### config.mk
export PLATFORM = sky130hd
export DESIGN_NAME = round_key_store_flat
export DESIGN_NICKNAME = d
export VERILOG_FILES = /design/src/rtl/round_key_store_if.sv /design/src/rtl/round_key_store.sv /design/src/flat_wrapper.sv
export SDC_FILE = /design/constraint.sdc
export NUM_CORES = 2
export LEC_CHECK = 0
export CORE_MARGIN = 2
export CORE_UTILIZATION = 45
export DETAILED_ROUTE_END_ITERATION = 10
export MAX_ROUTING_LAYER = met4
export REMOVE_ABC_BUFFERS = 1
export SLEW_MARGIN = 20
export SYNTH_ARGS = -nofsm -noshare
export SYNTH_HDL_FRONTEND = slang
export SYNTH_SLANG_ARGS = --single-unit
### constraint.sdc
create_clock -name clk -period 19.67 [get_ports clk]
set_clock_uncertainty 0.15 [all_clocks]
set_input_delay 1.967 -clock clk [delete_from_list [all_inputs] [get_ports clk]]
set_output_delay 1.967 -clock clk [all_outputs]
set_load 0.01 [all_outputs]
### src/rtl/round_key_store_if.sv
// rtl/round_key_store_if.sv - load and replay port bundle for the round-key store
interface round_key_store_if #(
    parameter int KEY_W = 128
);
    logic             load_start;
    logic             load_valid;
    logic [KEY_W-1:0] load_key;
    logic             load_ready;
    logic             keys_ready;
    logic             rd_start;
    logic             rd_dir;
    logic             rd_advance;
    logic [KEY_W-1:0] rd_key;
    logic [3:0]       rd_round;
    logic             rd_valid;
    logic             rd_last;

    modport master (
        output load_start, load_valid, load_key, rd_start, rd_dir, rd_advance,
        input  load_ready, keys_ready, rd_key, rd_round, rd_valid, rd_last
    );

    modport slave (
        input  load_start, load_valid, load_key, rd_start, rd_dir, rd_advance,
        output load_ready, keys_ready, rd_key, rd_round, rd_valid, rd_last
    );
endinterface

### src/rtl/round_key_store.sv
// rtl/round_key_store.sv - round-key buffer replaying keys to the sigma stage
module round_key_store #(
    parameter int KEY_W    = 128,
    parameter int NUM_KEYS = 13
) (
    input logic              clk,
    input logic              rst_n,
    round_key_store_if.slave bus
);
    typedef enum logic [1:0] {EMPTY, LOADING, READY, SERVING} state_t;

    localparam logic [3:0] LAST_IDX = 4'(NUM_KEYS - 1);

    state_t           state;
    logic [KEY_W-1:0] mem [NUM_KEYS];
    logic [3:0]       wptr;
    logic [3:0]       ridx;
    logic             dir;
    logic             load_ready_q;
    logic             keys_ready_q;
    logic             rd_valid_q;
    logic [KEY_W-1:0] rd_key_q;

    logic [3:0] start_idx;
    logic [3:0] next_idx;
    logic [3:0] term_idx;
    logic       is_last;
    logic       mem_we;

    assign start_idx = bus.rd_dir ? LAST_IDX : 4'd0;
    // next_idx is only consumed when the current key is not terminal, so it never wraps
    assign next_idx  = dir ? (ridx - 4'd1) : (ridx + 4'd1);
    assign term_idx  = dir ? 4'd0 : LAST_IDX;
    assign is_last   = rd_valid_q && (ridx == term_idx);
    // a restart pulse drops any beat presented in the same cycle
    assign mem_we    = (state == LOADING) && bus.load_valid && !bus.load_start;

    always_ff @(posedge clk) begin
        if (mem_we) begin
            mem[wptr] <= bus.load_key;
        end
    end

    always_ff @(posedge clk or negedge rst_n) begin
        if (!rst_n) begin
            state        <= EMPTY;
            wptr         <= 4'd0;
            ridx         <= 4'd0;
            dir          <= 1'b0;
            load_ready_q <= 1'b0;
            keys_ready_q <= 1'b0;
            rd_valid_q   <= 1'b0;
            rd_key_q     <= '0;
        end else begin
            case (state)
                EMPTY: begin
                    if (bus.load_start) begin
                        state        <= LOADING;
                        wptr         <= 4'd0;
                        load_ready_q <= 1'b1;
                    end
                end
                LOADING: begin
                    if (bus.load_start) begin
                        wptr <= 4'd0;
                    end else if (bus.load_valid) begin
                        if (wptr == LAST_IDX) begin
                            state        <= READY;
                            load_ready_q <= 1'b0;
                            keys_ready_q <= 1'b1;
                        end else begin
                            wptr <= wptr + 4'd1;
                        end
                    end
                end
                READY: begin
                    if (bus.load_start) begin
                        state        <= LOADING;
                        wptr         <= 4'd0;
                        load_ready_q <= 1'b1;
                        keys_ready_q <= 1'b0;
                    end else if (bus.rd_start) begin
                        state      <= SERVING;
                        dir        <= bus.rd_dir;
                        ridx       <= start_idx;
                        rd_key_q   <= mem[start_idx];
                        rd_valid_q <= 1'b1;
                    end
                end
                SERVING: begin
                    if (bus.rd_advance) begin
                        if (is_last) begin
                            state      <= READY;
                            rd_valid_q <= 1'b0;
                        end else begin
                            ridx     <= next_idx;
                            rd_key_q <= mem[next_idx];
                        end
                    end
                end
                default: state <= EMPTY;
            endcase
        end
    end

    assign bus.load_ready = load_ready_q;
    assign bus.keys_ready = keys_ready_q;
    assign bus.rd_valid   = rd_valid_q;
    assign bus.rd_key     = rd_key_q;
    assign bus.rd_round   = ridx;
    assign bus.rd_last    = is_last;
endmodule

### src/flat_wrapper.sv
// flat-port wrapper written by rule: the top's interface ports become plain ports
module round_key_store_flat 
#(
    parameter int KEY_W    = 128,
    parameter int NUM_KEYS = 13
)
  (clk, rst_n, bus_load_start, bus_load_valid, bus_load_key, bus_rd_start, bus_rd_dir, bus_rd_advance, bus_load_ready, bus_keys_ready, bus_rd_key, bus_rd_round, bus_rd_valid, bus_rd_last);
  round_key_store_if #(.KEY_W(KEY_W)) bus_i ();
  input logic clk;
  input logic rst_n;
  input wire logic [$bits(bus_i.load_start)-1:0] bus_load_start;
  input wire logic [$bits(bus_i.load_valid)-1:0] bus_load_valid;
  input wire logic [$bits(bus_i.load_key)-1:0] bus_load_key;
  input wire logic [$bits(bus_i.rd_start)-1:0] bus_rd_start;
  input wire logic [$bits(bus_i.rd_dir)-1:0] bus_rd_dir;
  input wire logic [$bits(bus_i.rd_advance)-1:0] bus_rd_advance;
  output wire logic [$bits(bus_i.load_ready)-1:0] bus_load_ready;
  output wire logic [$bits(bus_i.keys_ready)-1:0] bus_keys_ready;
  output wire logic [$bits(bus_i.rd_key)-1:0] bus_rd_key;
  output wire logic [$bits(bus_i.rd_round)-1:0] bus_rd_round;
  output wire logic [$bits(bus_i.rd_valid)-1:0] bus_rd_valid;
  output wire logic [$bits(bus_i.rd_last)-1:0] bus_rd_last;
  assign bus_i.load_start = bus_load_start;
  assign bus_i.load_valid = bus_load_valid;
  assign bus_i.load_key = bus_load_key;
  assign bus_i.rd_start = bus_rd_start;
  assign bus_i.rd_dir = bus_rd_dir;
  assign bus_i.rd_advance = bus_rd_advance;
  assign bus_load_ready = bus_i.load_ready;
  assign bus_keys_ready = bus_i.keys_ready;
  assign bus_rd_key = bus_i.rd_key;
  assign bus_rd_round = bus_i.rd_round;
  assign bus_rd_valid = bus_i.rd_valid;
  assign bus_rd_last = bus_i.rd_last;
  round_key_store #(.KEY_W(KEY_W), .NUM_KEYS(NUM_KEYS)) u_core (.clk(clk), .rst_n(rst_n), .bus(bus_i));
endmodule
==> Word-level counts from Yosys, hierarchy flattened <==
Memories as Yosys holds them, arrays and structs flattened.
Index checks and enable logic that the tools add are counted.
{ "word_totals": {"wordCells": 92, "memories": 1, "mem_bits_rw": 1664, "latchBits": 0, "in_bits": 135, "romBits": 0, "register_bits": 142} }
{ "classes": {"mux": 44, "reduce_logical": 16, "magnitude_cmp": 0, "n_div": 0, "n_bitwise": 1, "shifts": 0, "mul": 0, "addsub": 3, "eq_ne": 19} }
{ "mem_list": {"columns": ["memory", "words", "word_bits", "rd", "rd_ports_with_merged_regs", "wr", "line_no", "text"], "rows": [
  ["u_core.mem", 13, 128, 2, 0, 1, "round_key_store.sv:15", "logic [KEY_W-1:0] mem [NUM_KEYS];"]
]} }
{ "op_table": {"columns": ["op", "n"], "rows": [
  ["$mux 128", 4],
  ["$pmux 128 s2", 1],
  ["$mux 4", 11],
  ["$ne 2x2->1 const B", 10],
  ["$reduce_and 5->1", 4],
  ["$mux 2", 8],
  ["$pmux 4 s2", 2],
  ["$mux 1", 14],
  ["$ne 3x3->1 const B", 3],
  ["$add 4x1->4 const B", 2],
  ["$pmux 2 s4", 1],
  ["$reduce_and 7->1", 1],
  ["$pmux 1 s2", 3],
  ["$reduce_bool 2->1", 3],
  ["$eq 2x2->1 const B", 2],
  ["$eq 4x4->1", 1],
  ["$eq 4x4->1 const B", 1],
  ["$reduce_and 4->1", 1],
  ["$sub 4x1->4 const B", 1],
  ["$logic_and 1x1->1", 3],
  ["$reduce_and 3->1", 1],
  ["$eq 2x1->1 const B", 1],
  ["$logic_not 2->1", 1],
  ["$ne 2x1->1 const B", 1],
  ["other kinds (3)", 3]
]} }

==> Logic depth before layout (Yosys ltp) <==
{ "logic_depth": {"ltp_word": 6, "depth_mapped": 9, "ltp_nobuf": 7} }

==> Worst setup path after synthesis <==
OpenSTA, ideal clock, no wires.
{ "synth_timing": {"kind": "input port to flip-flop", "from": "in bus_load_start", "to": "reg u_core.state[0]", "t_arrival_ps": 12247, "cell_stages": 5, "setup_slack_ps": 7144, "setup_time_ps": 129, "cell_sequence": "clkbuf_1 > nand4b_1 > nor3_1 > o21ai_0 > and2_1"} }
{ "synth_via": {"elab_chain_len": 2} }
{ "synth_rtl": {"columns": ["element", "line_no", "text"], "rows": [
  ["start, declared", "flat_wrapper.sv:11", "input wire logic [$bits(bus_i.load_start)-1:0] bus_load_start;"],
  ["$ne 3x3->1 (no line), or another cell as far along", null, null],
  ["$reduce_and 7->1 (no line) or $pmux 2 s4 (tied branches)", null, null],
  ["end signal, assigned", "round_key_store.sv:46", "state <= EMPTY;"],
  ["end signal, assigned", "round_key_store.sv:58", "state <= LOADING;"],
  ["end signal, assigned", "round_key_store.sv:68", "state <= READY;"],
  ["end, declared", "round_key_store.sv:14", "state_t state;"]
]} }
Parallel ways exist; a longest one is shown, timed or not.
A chain may end at the register's enable or synchronous reset.

==> Worst setup path in the final report <==
{ "layout_timing": {"from": "in bus_load_start", "to": "reg u_core.rd_key_q[117], in the netlist u_core.bus.rd_key[117]"} }
{ "layout_via": {"elab_chain_len": 2} }
{ "layout_rtl": {"columns": ["element", "line_no", "text"], "rows": [
  ["$ne 2x2->1 (no line)", null, null],
  ["$reduce_and 5->1 (no line)", null, null],
  ["end signal, assigned", "round_key_store.sv:86", "rd_key_q <= mem[start_idx];"],
  ["end signal, assigned", "round_key_store.sv:97", "rd_key_q <= mem[next_idx];"],
  ["end, declared", "round_key_store.sv:22", "logic [KEY_W-1:0] rd_key_q;"]
]} }
No other way between the ends.

==> results.toml <==
[synthesis]
postSynthAreaPerCell_sq_um = 21.2
synth-main-ff-cell = "edfxtp_1"
ys_ff_latch = 1806
yosysTopAreaCellShare_pct = 71.2
yosys.cell_types.count = 39
synth_warnings = 0
yosysSeqAreaShare_pct = 76.2
yosysTopAreaCell = "edfxtp_1"
post_synth_main_area_contributors = "edfxtp_1 71%, mux4_2 12%, dfrtp_1 5.1%"
async_reset_ff_share_pct = 7.86
synth.cell_area_sq_um = 70200
netlist_instances = 3318
synth_edf_count = 1664

[sta]
rsz0062_at_grt = "no"
setup-tns-final_ns = 0
slew_headroom_pct = 21.0
fin_hold_ws_ns = 0.358
max_freq_mhz = 172
min_period_ns = 5.83
finalCritPeriodShare_pct = 29.6
finalSetupViolCount = 0
slew_violations = 0
hold_viol = 0
tightestPinTransition_ns = 1.18

[clock_network]
cts.repair.resized = 0
cts.sinks = 1806
clock_latency_ns = 0.81
cts_hold_buf = 0
post_cts_buffers = 0
clockBufferDepth = 3
root_buffer = "clkbuf_16"
cts_buffers = 185
htreeDepth = 4
clk_pin_slew_ns = 0.06
cts_tree = "built"

[pwr]
sequentialPowerShare_pct = 42.4
p_per_area_nw_per_um2 = 130
vdd_drop_max_mv = 0.142
p_sw_mw = 2.86
p_int_mw = 7.74
p_comb_share_pct = 23.4
p_leak_nw = 26.5
pwr-share-clk_pct = 34.2
sw_frac_of_total_pct = 27.0

[cells_and_area]
final_nets = 3780
drive_gt1_share_pct = 20.1
syn2layout_area_growth_pct = 16.3
fin_util_pct = 52.8
nFillCells = 12000
fin_area_sq_um = 81600

[routing]
drc = 0
drtIter0Drc = 3370
routed_via_density = 5.95
wl_per_cell_um = 29.9
dr.pass1.iters = 5
finalWirelength_um = 175000
num_vias = 34800
ant_nets = 0

[setup_path]
cp_max_fo = 117
critPathArrivalTime_ns = 6.40
cp_common_cell = "buf_4"
endpoint_kind = "register"
timing.critical_path.cells = "clkdlybuf4s50_1, nor3_4, buf_12, o21a_4, buf_4, buf_4, o32a_1"
critPathLaunchType = "input pin"
cp.required_ns = 20.24
path_class = "input pin to register"
slowest_stage = "buf_4"
max_stage_delay_ns = 0.95

[grt]
antenna_found_initial = 22
first_global_vias = 35900
grt_overflow_total = 0
grt_pass1_wl_um = 254000
grt_util_all_layers_pct = 22.8
grt_max_degree = 118

[placement]
dp_hpwl_um = 91700
placed_area_sq_um = 75300
globalplace.congestion = 0.741
port_buffers = 270

[die]
core_sq_um = 155000
initial_core_util_pct = 45.4
core.rowCount = 144
die_x_um = 399
die_area_sq_um = 159000
die_h_um = 399
pin_count = 271

[hold_path]
hold_class = "register to register"

[flow_run]
maxCapViolCount = 0

[status]
status = "completed"
-- layer usage --
layer  GRT usage, %  vias up  part of all wire, %
met5              -        -                    0
met4           5.02        0                  1.6
met3           4.36      201                  6.5
met2           34.2     1152                   47
met1           32.7    18900                   45
li1               -    14600                    -
-- cell usage after synthesis (17+ instances only) --
master and instances:
a21oi_1 148, buf_2 117, clkbuf_1 70, dfrtp_1 142, edfxtp_1 1664, mux2i_1 343
mux4_2 384, nand2_1 75, nor2b_1 17, o21ai_0 23, o22a_1 113, o22ai_1 114
-- cells by family after synthesis --
logic type	synth area share, %
and+or+nand+nor	0.873
buffers and inverters	1.40
muxes	17.2
xor gates and xnor gates	0.0481
AOI/OAI and AO/OA	4.08
adders and majority gates	0.135
DFF	76.2
-- path summary, 6_finish.rpt --
path                                                          from                            endpoint  slack [ns]  cells past startpoint
max in group asynchronous                                    rst_n   u_core.bus.rd_key[45]$_DFFE_PN0P_       16.93                      2
worst min-delay path            u_core.bus.rd_key[108]$_DFFE_PN0P_  u_core.bus.rd_key[108]$_DFFE_PN0P_        0.36                      1
min in group asynchronous                                    rst_n    u_core.bus.rd_key[6]$_DFFE_PN0P_        1.05                      1
worst min register to register  u_core.bus.rd_key[108]$_DFFE_PN0P_  u_core.bus.rd_key[108]$_DFFE_PN0P_        0.36                      1
worst max-delay path                                bus_load_start  u_core.bus.rd_key[117]$_DFFE_PN0P_       13.84                      7
worst max register to register  u_core.bus.rd_round[0]$_DFFE_PN0P_   u_core.bus.rd_key[40]$_DFFE_PN0P_       14.80                      7
-- final cells by class --
type / instances / area, sq um / area share, %
multi-input cells: 1303 / 15800 / 19.4
diodes: 16 / 40.0 / 0.0490
inverters: 3 / 11.3 / 0.0138
clock buffers: 243 / 5090 / 6.24
clock inverters: 104 / 1240 / 1.52
repair buffers: 339 / 3340 / 4.10
flip-flops and latches: 1806 / 53500 / 65.6
well taps: 2044 / 2560 / 3.13
-- cells in the final DEF, fill, tap and decap left out, drive strengths merged, types with 3 or more instances in the layout --
cell,count
nand2,75
inv,9
buf,70
o22ai,114
edfxtp,1664
a211oi,15
o32a,15
and2,12
clkbuf,244
and3,4
mux4,384
diode,16
mux2i,343
clkdlybuf4s50,268
nor3,3
bufinv,26
nand3,3
a21oi,148
nor2b,17
nor2,10
clkinv,64
dfrtp,142
clkinvlp,8
o21ai,23
o22a,113
ha,6
-- worst max-delay path: cells and delay by family --
family | cells | cell delay, ns
AND/OR/NAND/NOR | 1 | 0.31
buffers and inverters | 4 | 3.15
AO/OA/AOI/OAI | 2 | 0.78
-- through the flow --
step	setup WS (ns)	std cells	power [mW]
floorplan	-9.84	3112	7.34
global placement	13.12	5493	7.07
detailed placement	13.06	5495	7.08
CTS	13.89	5842	10.7
global route	13.80	5857	11.0
finish	13.84	5858	10.6
-- registers in the layout, summed over array words and instances, names as in the netlist --
name / flops
u_core.wptr: 4
u_core.state: 2
u_core.bus.rd_key: 128
u_core.bus.keys_ready: 1
u_core.mem: 1664
u_core.bus.rd_round: 4
u_core.dir: 1
u_core.bus.rd_valid: 1
u_core.bus.load_ready: 1
-- power groups by stage --
stage          clock (mW)  sequential (mW)  combinational (mW)
2_1_floorplan           0             4.65                2.69
3_3_place_gp            0             4.58                2.49
3_5_place_dp            0             4.58                2.51
4_1_cts              3.69             4.50                2.51
5_1_grt              3.84             4.51                2.64
6_report             3.62             4.49                2.47
(Power assumes the default switching activity.)
